File: config.mk
export PLATFORM = sky130hd
export DESIGN_NAME = bus_register_bank_flat
export DESIGN_NICKNAME = d
export VERILOG_FILES = /design/src/rtl/bus_regs_pkg.sv /design/src/rtl/bus_register_bank_if.sv /design/src/rtl/bus_pipe_stage.sv /design/src/rtl/bus_register_bank.sv /design/src/flat_wrapper.sv
export SDC_FILE = /design/constraint.sdc
export NUM_CORES = 1
export LEC_CHECK = 0
export ABC_AREA = 1
export CAP_MARGIN = 15
export CORE_UTILIZATION = 33
export CTS_CLUSTER_DIAMETER = 30
export DETAILED_ROUTE_END_ITERATION = 10
export GPL_TIMING_DRIVEN = 0
export SYNTH_ARGS = -nofsm -noshare
export SYNTH_HDL_FRONTEND = slang
export SYNTH_SLANG_ARGS = --single-unit
export TNS_END_PERCENT = 100
File: constraint.sdc
create_clock -name clk -period 8.1 [get_ports clk]
set_clock_uncertainty 0.2 [all_clocks]
set_input_delay 2.43 -clock clk [delete_from_list [all_inputs] [get_ports clk]]
set_output_delay 2.43 -clock clk [all_outputs]
set_load 0.02 [all_outputs]
File: src/rtl/bus_regs_pkg.sv
// Shared constants, bus payload type and address-map helpers for the register bank.
//   WORD_W       : width of every bus and register word
//   bus_xact_t   : one bus transaction (address, write data, read data, direction, valid)
//   strobe_ofs / sticky_ofs / max_addr : address-map arithmetic derived from N_CFG, N_STAT
package bus_regs_pkg;

  localparam int unsigned WORD_W = 16;

  typedef struct packed {
    logic [WORD_W-1:0] addr;
    logic [WORD_W-1:0] wdata;
    logic [WORD_W-1:0] rdata;
    logic              rw;
    logic              valid;
  } bus_xact_t;

  // Strobe register sits right after the status block.
  function automatic int unsigned strobe_ofs(input int unsigned n_cfg, input int unsigned n_stat);
    return n_cfg + n_stat;
  endfunction

  // Sticky register follows the strobe register and is the last owned word.
  function automatic int unsigned sticky_ofs(input int unsigned n_cfg, input int unsigned n_stat);
    return strobe_ofs(n_cfg, n_stat) + 1;
  endfunction

  // Highest owned address, one bit wider so a map near the top of the space cannot wrap.
  function automatic logic [WORD_W:0] max_addr(input logic [WORD_W-1:0] base,
                                               input int unsigned n_cfg,
                                               input int unsigned n_stat);
    return (WORD_W+1)'(base) + (WORD_W+1)'(sticky_ofs(n_cfg, n_stat));
  endfunction

endpackage

File: src/rtl/bus_register_bank_if.sv
// Bus segment carrying one transaction per cycle.
//   addr, wdata, rdata : 16-bit address, write data, read data
//   rw, valid          : direction (1 = write) and transaction valid
//   master drives all signals, slave receives all signals
interface bus_register_bank_if;

  logic [bus_regs_pkg::WORD_W-1:0] addr;
  logic [bus_regs_pkg::WORD_W-1:0] wdata;
  logic [bus_regs_pkg::WORD_W-1:0] rdata;
  logic                            rw;
  logic                            valid;

  modport master (output addr, output wdata, output rdata, output rw, output valid);
  modport slave  (input  addr, input  wdata, input  rdata, input  rw, input  valid);

endinterface

File: src/rtl/bus_pipe_stage.sv
// One-cycle registered pass-through of a complete bus transaction.
//   clk, rst : clock, asynchronous active-high reset (clears the stage)
//   d_i      : transaction entering the stage
//   q_o      : same transaction one cycle later
module bus_pipe_stage
  import bus_regs_pkg::*;
(
  input  logic      clk,
  input  logic      rst,
  input  bus_xact_t d_i,
  output bus_xact_t q_o
);

  always_ff @(posedge clk or posedge rst) begin
    if (rst) q_o <= '0;
    else     q_o <= d_i;
  end

endmodule

File: src/rtl/bus_register_bank.sv
// Register bank sitting inline on a daisy-chained bus: forwards every transaction with one
// cycle of latency and answers reads/writes to its own address window.
//   clk, rst     : clock, asynchronous active-high reset
//   up_i         : upstream bus (slave side)
//   dn_o         : downstream bus (master side); rdata replaced on owned reads
//   cfg_o        : N_CFG read/write config words, word k at [16k+15:16k]
//   cfg_wr_o     : one-cycle pulse per config word written
//   status_i     : N_STAT read-only status words
//   strobe_o     : write-1-to-pulse command bits
//   sticky_set_i : per-bit event inputs; sticky_o holds them until write-1-to-clear
module bus_register_bank
  import bus_regs_pkg::*;
#(
  parameter logic [WORD_W-1:0] BASE_ADDR = 16'h0000,
  parameter int unsigned       N_CFG     = 4,
  parameter int unsigned       N_STAT    = 2,
  parameter logic [WORD_W-1:0] CFG_RESET = 16'h0000
) (
  input  logic                               clk,
  input  logic                               rst,
  bus_register_bank_if.slave                 up_i,
  bus_register_bank_if.master                dn_o,
  output logic [WORD_W*N_CFG-1:0]            cfg_o,
  output logic [N_CFG-1:0]                   cfg_wr_o,
  input  logic [WORD_W*((N_STAT > 0) ? N_STAT : 1)-1:0] status_i,
  output logic [WORD_W-1:0]                  strobe_o,
  input  logic [WORD_W-1:0]                  sticky_set_i,
  output logic [WORD_W-1:0]                  sticky_o
);

  localparam int unsigned    STROBE_OFS = strobe_ofs(N_CFG, N_STAT);
  localparam int unsigned    STICKY_OFS = sticky_ofs(N_CFG, N_STAT);
  localparam logic [WORD_W:0] MAX_ADDR  = max_addr(BASE_ADDR, N_CFG, N_STAT);

  logic [N_CFG-1:0][WORD_W-1:0] cfg_q, cfg_d;
  logic [N_CFG-1:0]             cfg_wr_q, cfg_wr_d;
  logic [WORD_W-1:0]            strobe_q, strobe_d;
  logic [WORD_W-1:0]            sticky_q, sticky_d;
  logic [WORD_W-1:0]            sticky_clr_c;
  logic [WORD_W-1:0]            rdata_sel_c;
  logic [WORD_W-1:0]            ofs_c;
  logic                         hit_c, wr_c, rd_c;
  bus_xact_t                    xact_d, xact_q;

  // Address window decode; compared one bit wide so the top of the space does not wrap.
  always_comb begin
    ofs_c = up_i.addr - BASE_ADDR;
    hit_c = ({1'b0, up_i.addr} >= {1'b0, BASE_ADDR}) && ({1'b0, up_i.addr} <= MAX_ADDR);
    wr_c  = hit_c && up_i.valid && up_i.rw;
    rd_c  = hit_c && up_i.valid && !up_i.rw;
  end

  // Register updates and read-data override for owned addresses.
  always_comb begin
    cfg_d        = cfg_q;
    cfg_wr_d     = '0;
    strobe_d     = '0;
    sticky_clr_c = '0;
    rdata_sel_c  = up_i.rdata;

    for (int k = 0; k < int'(N_CFG); k++) begin
      if (ofs_c == WORD_W'(k)) begin
        if (wr_c) begin
          cfg_d[k]    = up_i.wdata;
          cfg_wr_d[k] = 1'b1;
        end else if (rd_c) begin
          rdata_sel_c = cfg_q[k];
        end
      end
    end

    // Status words are read-only; writes fall through and leave rdata untouched.
    for (int j = 0; j < int'(N_STAT); j++) begin
      if (rd_c && ofs_c == WORD_W'(int'(N_CFG) + j)) rdata_sel_c = status_i[WORD_W*j +: WORD_W];
    end

    if (ofs_c == WORD_W'(STROBE_OFS)) begin
      if (wr_c)      strobe_d    = up_i.wdata;
      else if (rd_c) rdata_sel_c = '0;
    end

    // Sticky read returns the pre-update value.
    if (ofs_c == WORD_W'(STICKY_OFS)) begin
      if (wr_c)      sticky_clr_c = up_i.wdata;
      else if (rd_c) rdata_sel_c  = sticky_q;
    end

    // Set has priority over a same-edge clear.
    sticky_d = (sticky_q & ~sticky_clr_c) | sticky_set_i;

    xact_d.addr  = up_i.addr;
    xact_d.wdata = up_i.wdata;
    xact_d.rdata = rdata_sel_c;
    xact_d.rw    = up_i.rw;
    xact_d.valid = up_i.valid;
  end

  always_ff @(posedge clk or posedge rst) begin
    if (rst) begin
      cfg_q    <= {N_CFG{CFG_RESET}};
      cfg_wr_q <= '0;
      strobe_q <= '0;
      sticky_q <= '0;
    end else begin
      cfg_q    <= cfg_d;
      cfg_wr_q <= cfg_wr_d;
      strobe_q <= strobe_d;
      sticky_q <= sticky_d;
    end
  end

  bus_pipe_stage u_pipe (
    .clk (clk),
    .rst (rst),
    .d_i (xact_d),
    .q_o (xact_q)
  );

  assign dn_o.addr  = xact_q.addr;
  assign dn_o.wdata = xact_q.wdata;
  assign dn_o.rdata = xact_q.rdata;
  assign dn_o.rw    = xact_q.rw;
  assign dn_o.valid = xact_q.valid;

  assign cfg_o    = cfg_q;
  assign cfg_wr_o = cfg_wr_q;
  assign strobe_o = strobe_q;
  assign sticky_o = sticky_q;

endmodule

File: src/flat_wrapper.sv
// flat-port wrapper written by rule: the top's interface ports become plain ports
module bus_register_bank_flat import bus_regs_pkg::*;
#(
  parameter logic [WORD_W-1:0] BASE_ADDR = 16'h0000,
  parameter int unsigned       N_CFG     = 4,
  parameter int unsigned       N_STAT    = 2,
  parameter logic [WORD_W-1:0] CFG_RESET = 16'h0000
)
  (clk, rst, cfg_o, cfg_wr_o, status_i, strobe_o, sticky_set_i, sticky_o, up_i_addr, up_i_wdata, up_i_rdata, up_i_rw, up_i_valid, dn_o_addr, dn_o_wdata, dn_o_rdata, dn_o_rw, dn_o_valid);
  bus_register_bank_if up_i_i ();
  bus_register_bank_if dn_o_i ();
  input  logic clk;
  input  logic rst;
  output logic [WORD_W*N_CFG-1:0] cfg_o;
  output logic [N_CFG-1:0] cfg_wr_o;
  input  logic [WORD_W*((N_STAT > 0) ? N_STAT : 1)-1:0] status_i;
  output logic [WORD_W-1:0] strobe_o;
  input  logic [WORD_W-1:0] sticky_set_i;
  output logic [WORD_W-1:0] sticky_o;
  input wire logic [$bits(up_i_i.addr)-1:0] up_i_addr;
  input wire logic [$bits(up_i_i.wdata)-1:0] up_i_wdata;
  input wire logic [$bits(up_i_i.rdata)-1:0] up_i_rdata;
  input wire logic [$bits(up_i_i.rw)-1:0] up_i_rw;
  input wire logic [$bits(up_i_i.valid)-1:0] up_i_valid;
  output wire logic [$bits(dn_o_i.addr)-1:0] dn_o_addr;
  output wire logic [$bits(dn_o_i.wdata)-1:0] dn_o_wdata;
  output wire logic [$bits(dn_o_i.rdata)-1:0] dn_o_rdata;
  output wire logic [$bits(dn_o_i.rw)-1:0] dn_o_rw;
  output wire logic [$bits(dn_o_i.valid)-1:0] dn_o_valid;
  assign up_i_i.addr = up_i_addr;
  assign up_i_i.wdata = up_i_wdata;
  assign up_i_i.rdata = up_i_rdata;
  assign up_i_i.rw = up_i_rw;
  assign up_i_i.valid = up_i_valid;
  assign dn_o_addr = dn_o_i.addr;
  assign dn_o_wdata = dn_o_i.wdata;
  assign dn_o_rdata = dn_o_i.rdata;
  assign dn_o_rw = dn_o_i.rw;
  assign dn_o_valid = dn_o_i.valid;
  bus_register_bank #(.BASE_ADDR(BASE_ADDR), .N_CFG(N_CFG), .N_STAT(N_STAT), .CFG_RESET(CFG_RESET)) u_core (.clk(clk), .rst(rst), .up_i(up_i_i), .dn_o(dn_o_i), .cfg_o(cfg_o), .cfg_wr_o(cfg_wr_o), .status_i(status_i), .strobe_o(strobe_o), .sticky_set_i(sticky_set_i), .sticky_o(sticky_o));
endmodule
==> impl_results.md <==
* Worst Tran Pin Value at 0.672 ns
* HPWL Detailed at between 15000 and 20000 um
* Detailed-route DRC error count at 0
* Asr flop ratio synth at between 90% and 100%
* EDFF count, synth at 0
* Number of global-route vias before repair at 6045
* Top cells by count, synth: nand2_1 (231), dfrtp_1 (150), o21ai_0 (83), nor2_1 (81), inv_1 (56)
* Synth warnings at 0
* Synthesis-to-layout area growth at 54.1%
* Comb pwr share at ~8.4%
* Max Cap Viol at 0
* Post-synthesis register bit count at 150
* Ant. Diodes at 0
* Critical Path Start Type: primary input
* Mean routed wirelength per cell at 17.4 um
* Slew Limit Fails at 0
* Final Setup Violations at 0
* Switching share of power at between 20% and 30%
* Util after Layout at 51.7%
* Seq/Total Area, Yosys at 57.7%
* GRT Total Usage at a little under a quarter
* Fmax achieved at approximately 0.21 GHz
* Total gr overflow at 0
* Top-area cell type share of the netlist area at approximately 58%
* CP arrival at between 4 and 5 ns
* Tmin final at about 4.8 ns
* Clock sink count at 150
* DRT Wirelength at between 20000 and 25000 um
* Yosys cell types at 27
* Synth area leader: dfrtp_1
* First-pass GRT wire length at 34400 um
* Total Die Area at 0.0203 mm2
* Initial Utilization at about a third
* Final Cycle Share at around three fifths
* Reg2Reg Setup Slack at 6.65 ns
* Post-layout power at about 1.8 mW
* Hold_sp: u_core.sticky_o[11]$_DFF_PP0_
* Pre-antenna DRT Iters at 5
* Core ar. at between 0.015 and 0.02 mm2
* FF-to-FF End: u_core.u_pipe.q_o[4]$_DFF_PP0_
* Critical path class: primary input to flop
* Ranking of synthesized cells by area: dfrtp_1 (58%), nand2_1 (13%), o21ai_0 (6.4%)
* Final hold vios at 0
* Placer congestion estimate at 0.798
* Worst-path fanout max at 10
* Slew headroom at between 50% and 60%
* Clock power frac at 48.6%
* Worst-Skew Late Latency at between 0.4 and 0.5 ns
* Status: complete, no violations
* Die height at about 140 um
* Mean area per synthesized cell at 8.60 um2
* Die width at around 140 um
* Most common cell in the netlist: nand2_1
* Root Driver: clkbuf_16
* Number of cell rows at between 50 and 60
* Num ports at 250
* Worst Setup End Kind: flop
* Clock transition at the registers of the reported paths at approximately 0.060 ns
* WHS Endpoint: u_core.u_pipe.q_o[13]$_DFF_PP0_
* Sw Pwr at 403 uW
* Largest net degree at the start of global routing at 55
* Hold Path Depth at 2
* Cells after Synth at ~760
* Initial DRC Count at about 330
* Hold Buf Count CTS at 0
* Via count at between 6000 and 7000
* Cell area after synthesis at approximately 0.0065 mm2
* Vias per inst at 4.65
* H-tree depth at 4
* Cell Pwr Density at roughly 180 mW/mm2
* Cts repair resizes at 0
* Reg2Reg Depth at 8
* Post-Synthesis Net Count at between 800 and 900
* Worst Hold Class: flop to flop
* Unrepaired setup endpoints after global routing: no
* Reg power frac at 42.9%
* Routed Antenna Nets at 0
* Reg2reg start: u_core.cfg_o[2]$_DFFE_PP0P_
* Ys flop type: dfrtp_1
* Initial antenna violation count at 0
* Ratio of cells with drive above 1 in the final layout at about 8.0%
* Cell internal pwr at between 1 and 1.5 mW
* Clk buf depth at 2
* CTS buffer count at 17
* Leak pwr at 4.40 nW
* TritonCTS clock tree: built
* CP Data Required Time at 8.21 ns
* # nets final at 1127
* Post-CTS Setup Bufs at 0
* Max VDD drop at about 150 uV
* Port buffer count at 249
-- power by group through the flow --
stage / logic, mW / registers (mW) / clock network, mW
2_1_floorplan: 0.0347 / 0.796 / 0
3_3_place_gp: 0.149 / 0.779 / 0
3_5_place_dp: 0.153 / 0.779 / 0
4_1_cts: 0.154 / 0.765 / 0.879
5_1_grt: 0.163 / 0.765 / 0.908
6_report: 0.150 / 0.765 / 0.866
-- through the flow --
stage	setup slack, ns	cell area [um2]	TNS [ns]	cells	hold slack, ns
floorplan	1.43	6510	0	757	0.401
global placement	-0.861	9330	-126.88	1271	0.288
detailed placement	2.91	9390	0	1273	0.291
CTS	3.36	10000	0	1305	0.304
global route	3.16	10000	0	1305	0.333
finish	3.30	10000	0	1305	0.301
-- per-layer routing --
| layer | up-vias | GRT usage, % | share of wire (%) |
|---|---|---|---|
| met5 | - | 0 | 0 |
| met4 | 0 | 7.13 | 1.8 |
| met3 | 26 | 6.19 | 6.6 |
| met2 | 203 | 38.0 | 48 |
| met1 | 2890 | 29.8 | 44 |
| li1 | 2950 | - | - |
-- sequential cells by signal, summed over array words and instances (netlist names) --
name / count
u_core.cfg_o: 64
u_core.cfg_wr_o: 4
u_core.sticky_o: 16
u_core.u_pipe.q_o: 50
u_core.strobe_o: 16
-- cells in the final DEF (no fill, tap or decap), drive strengths merged, types with 3 or more instances in the layout --
cell,n
clkdlybuf4s50,249
nand2,236
dfrtp,150
nor2,95
o21ai,89
inv,62
a21oi,50
clkbuf,37
nand3,19
buf,16
nor3,10
o22ai,7
or2,7
bufinv,4
nand4,3
clkinvlp,3
-- worst max-delay path, cell delays in order --
cell	delay, ns
clkdlybuf4s50_1	0.65
nor2_1	0.25
nand2_1	0.08
nor2_1	0.17
nand4_1	0.33
buf_2	0.30
nand2_1	0.08
nand2_1	0.06
nor2_1	0.08
o21ai_0	0.11
nand2_1	0.10
nand2_1	0.06
nand3_1	0.11
nand2_1	0.07
-- cells by family (layout without fill, tap and decap cells) --
group                  count (synthesis)  after routing  synth area share (%)
and+or+nand+nor                      371            371                  24.5
DFF                                  150            150                  57.7
AOI/OAI and AO/OA                    146            146                  11.8
buffers and inverters                 90            373                  5.98
-- layout make-up --
cell class                 instances  area, um2
timing repair buffer             251       2550
buffer                            30        164
clock buffer                      21        470
tap                              265        332
fill                            1899       9360
sequential                       150       3750
clock inverter                    11        170
multi-input combinational        517       2370
inverter                          60        230
-- worst max path at each step --
stage / to / slack, ns / startpoint / cells after the start
floorplan: u_core.cfg_o[0]$_DFFE_PP0P_ / 1.43 / rst / 1
global placement: u_core.strobe_o[5]$_DFF_PP0_ / -0.86 / rst / 2
detailed placement: u_core.u_pipe.q_o[4]$_DFF_PP0_ / 2.91 / up_i_addr[1] / 14
CTS: u_core.u_pipe.q_o[4]$_DFF_PP0_ / 3.36 / up_i_addr[1] / 14
global route: u_core.u_pipe.q_o[4]$_DFF_PP0_ / 3.16 / up_i_addr[1] / 14
finish: u_core.u_pipe.q_o[4]$_DFF_PP0_ / 3.30 / up_i_addr[1] / 14
Power figures use the tool's default switching activity.
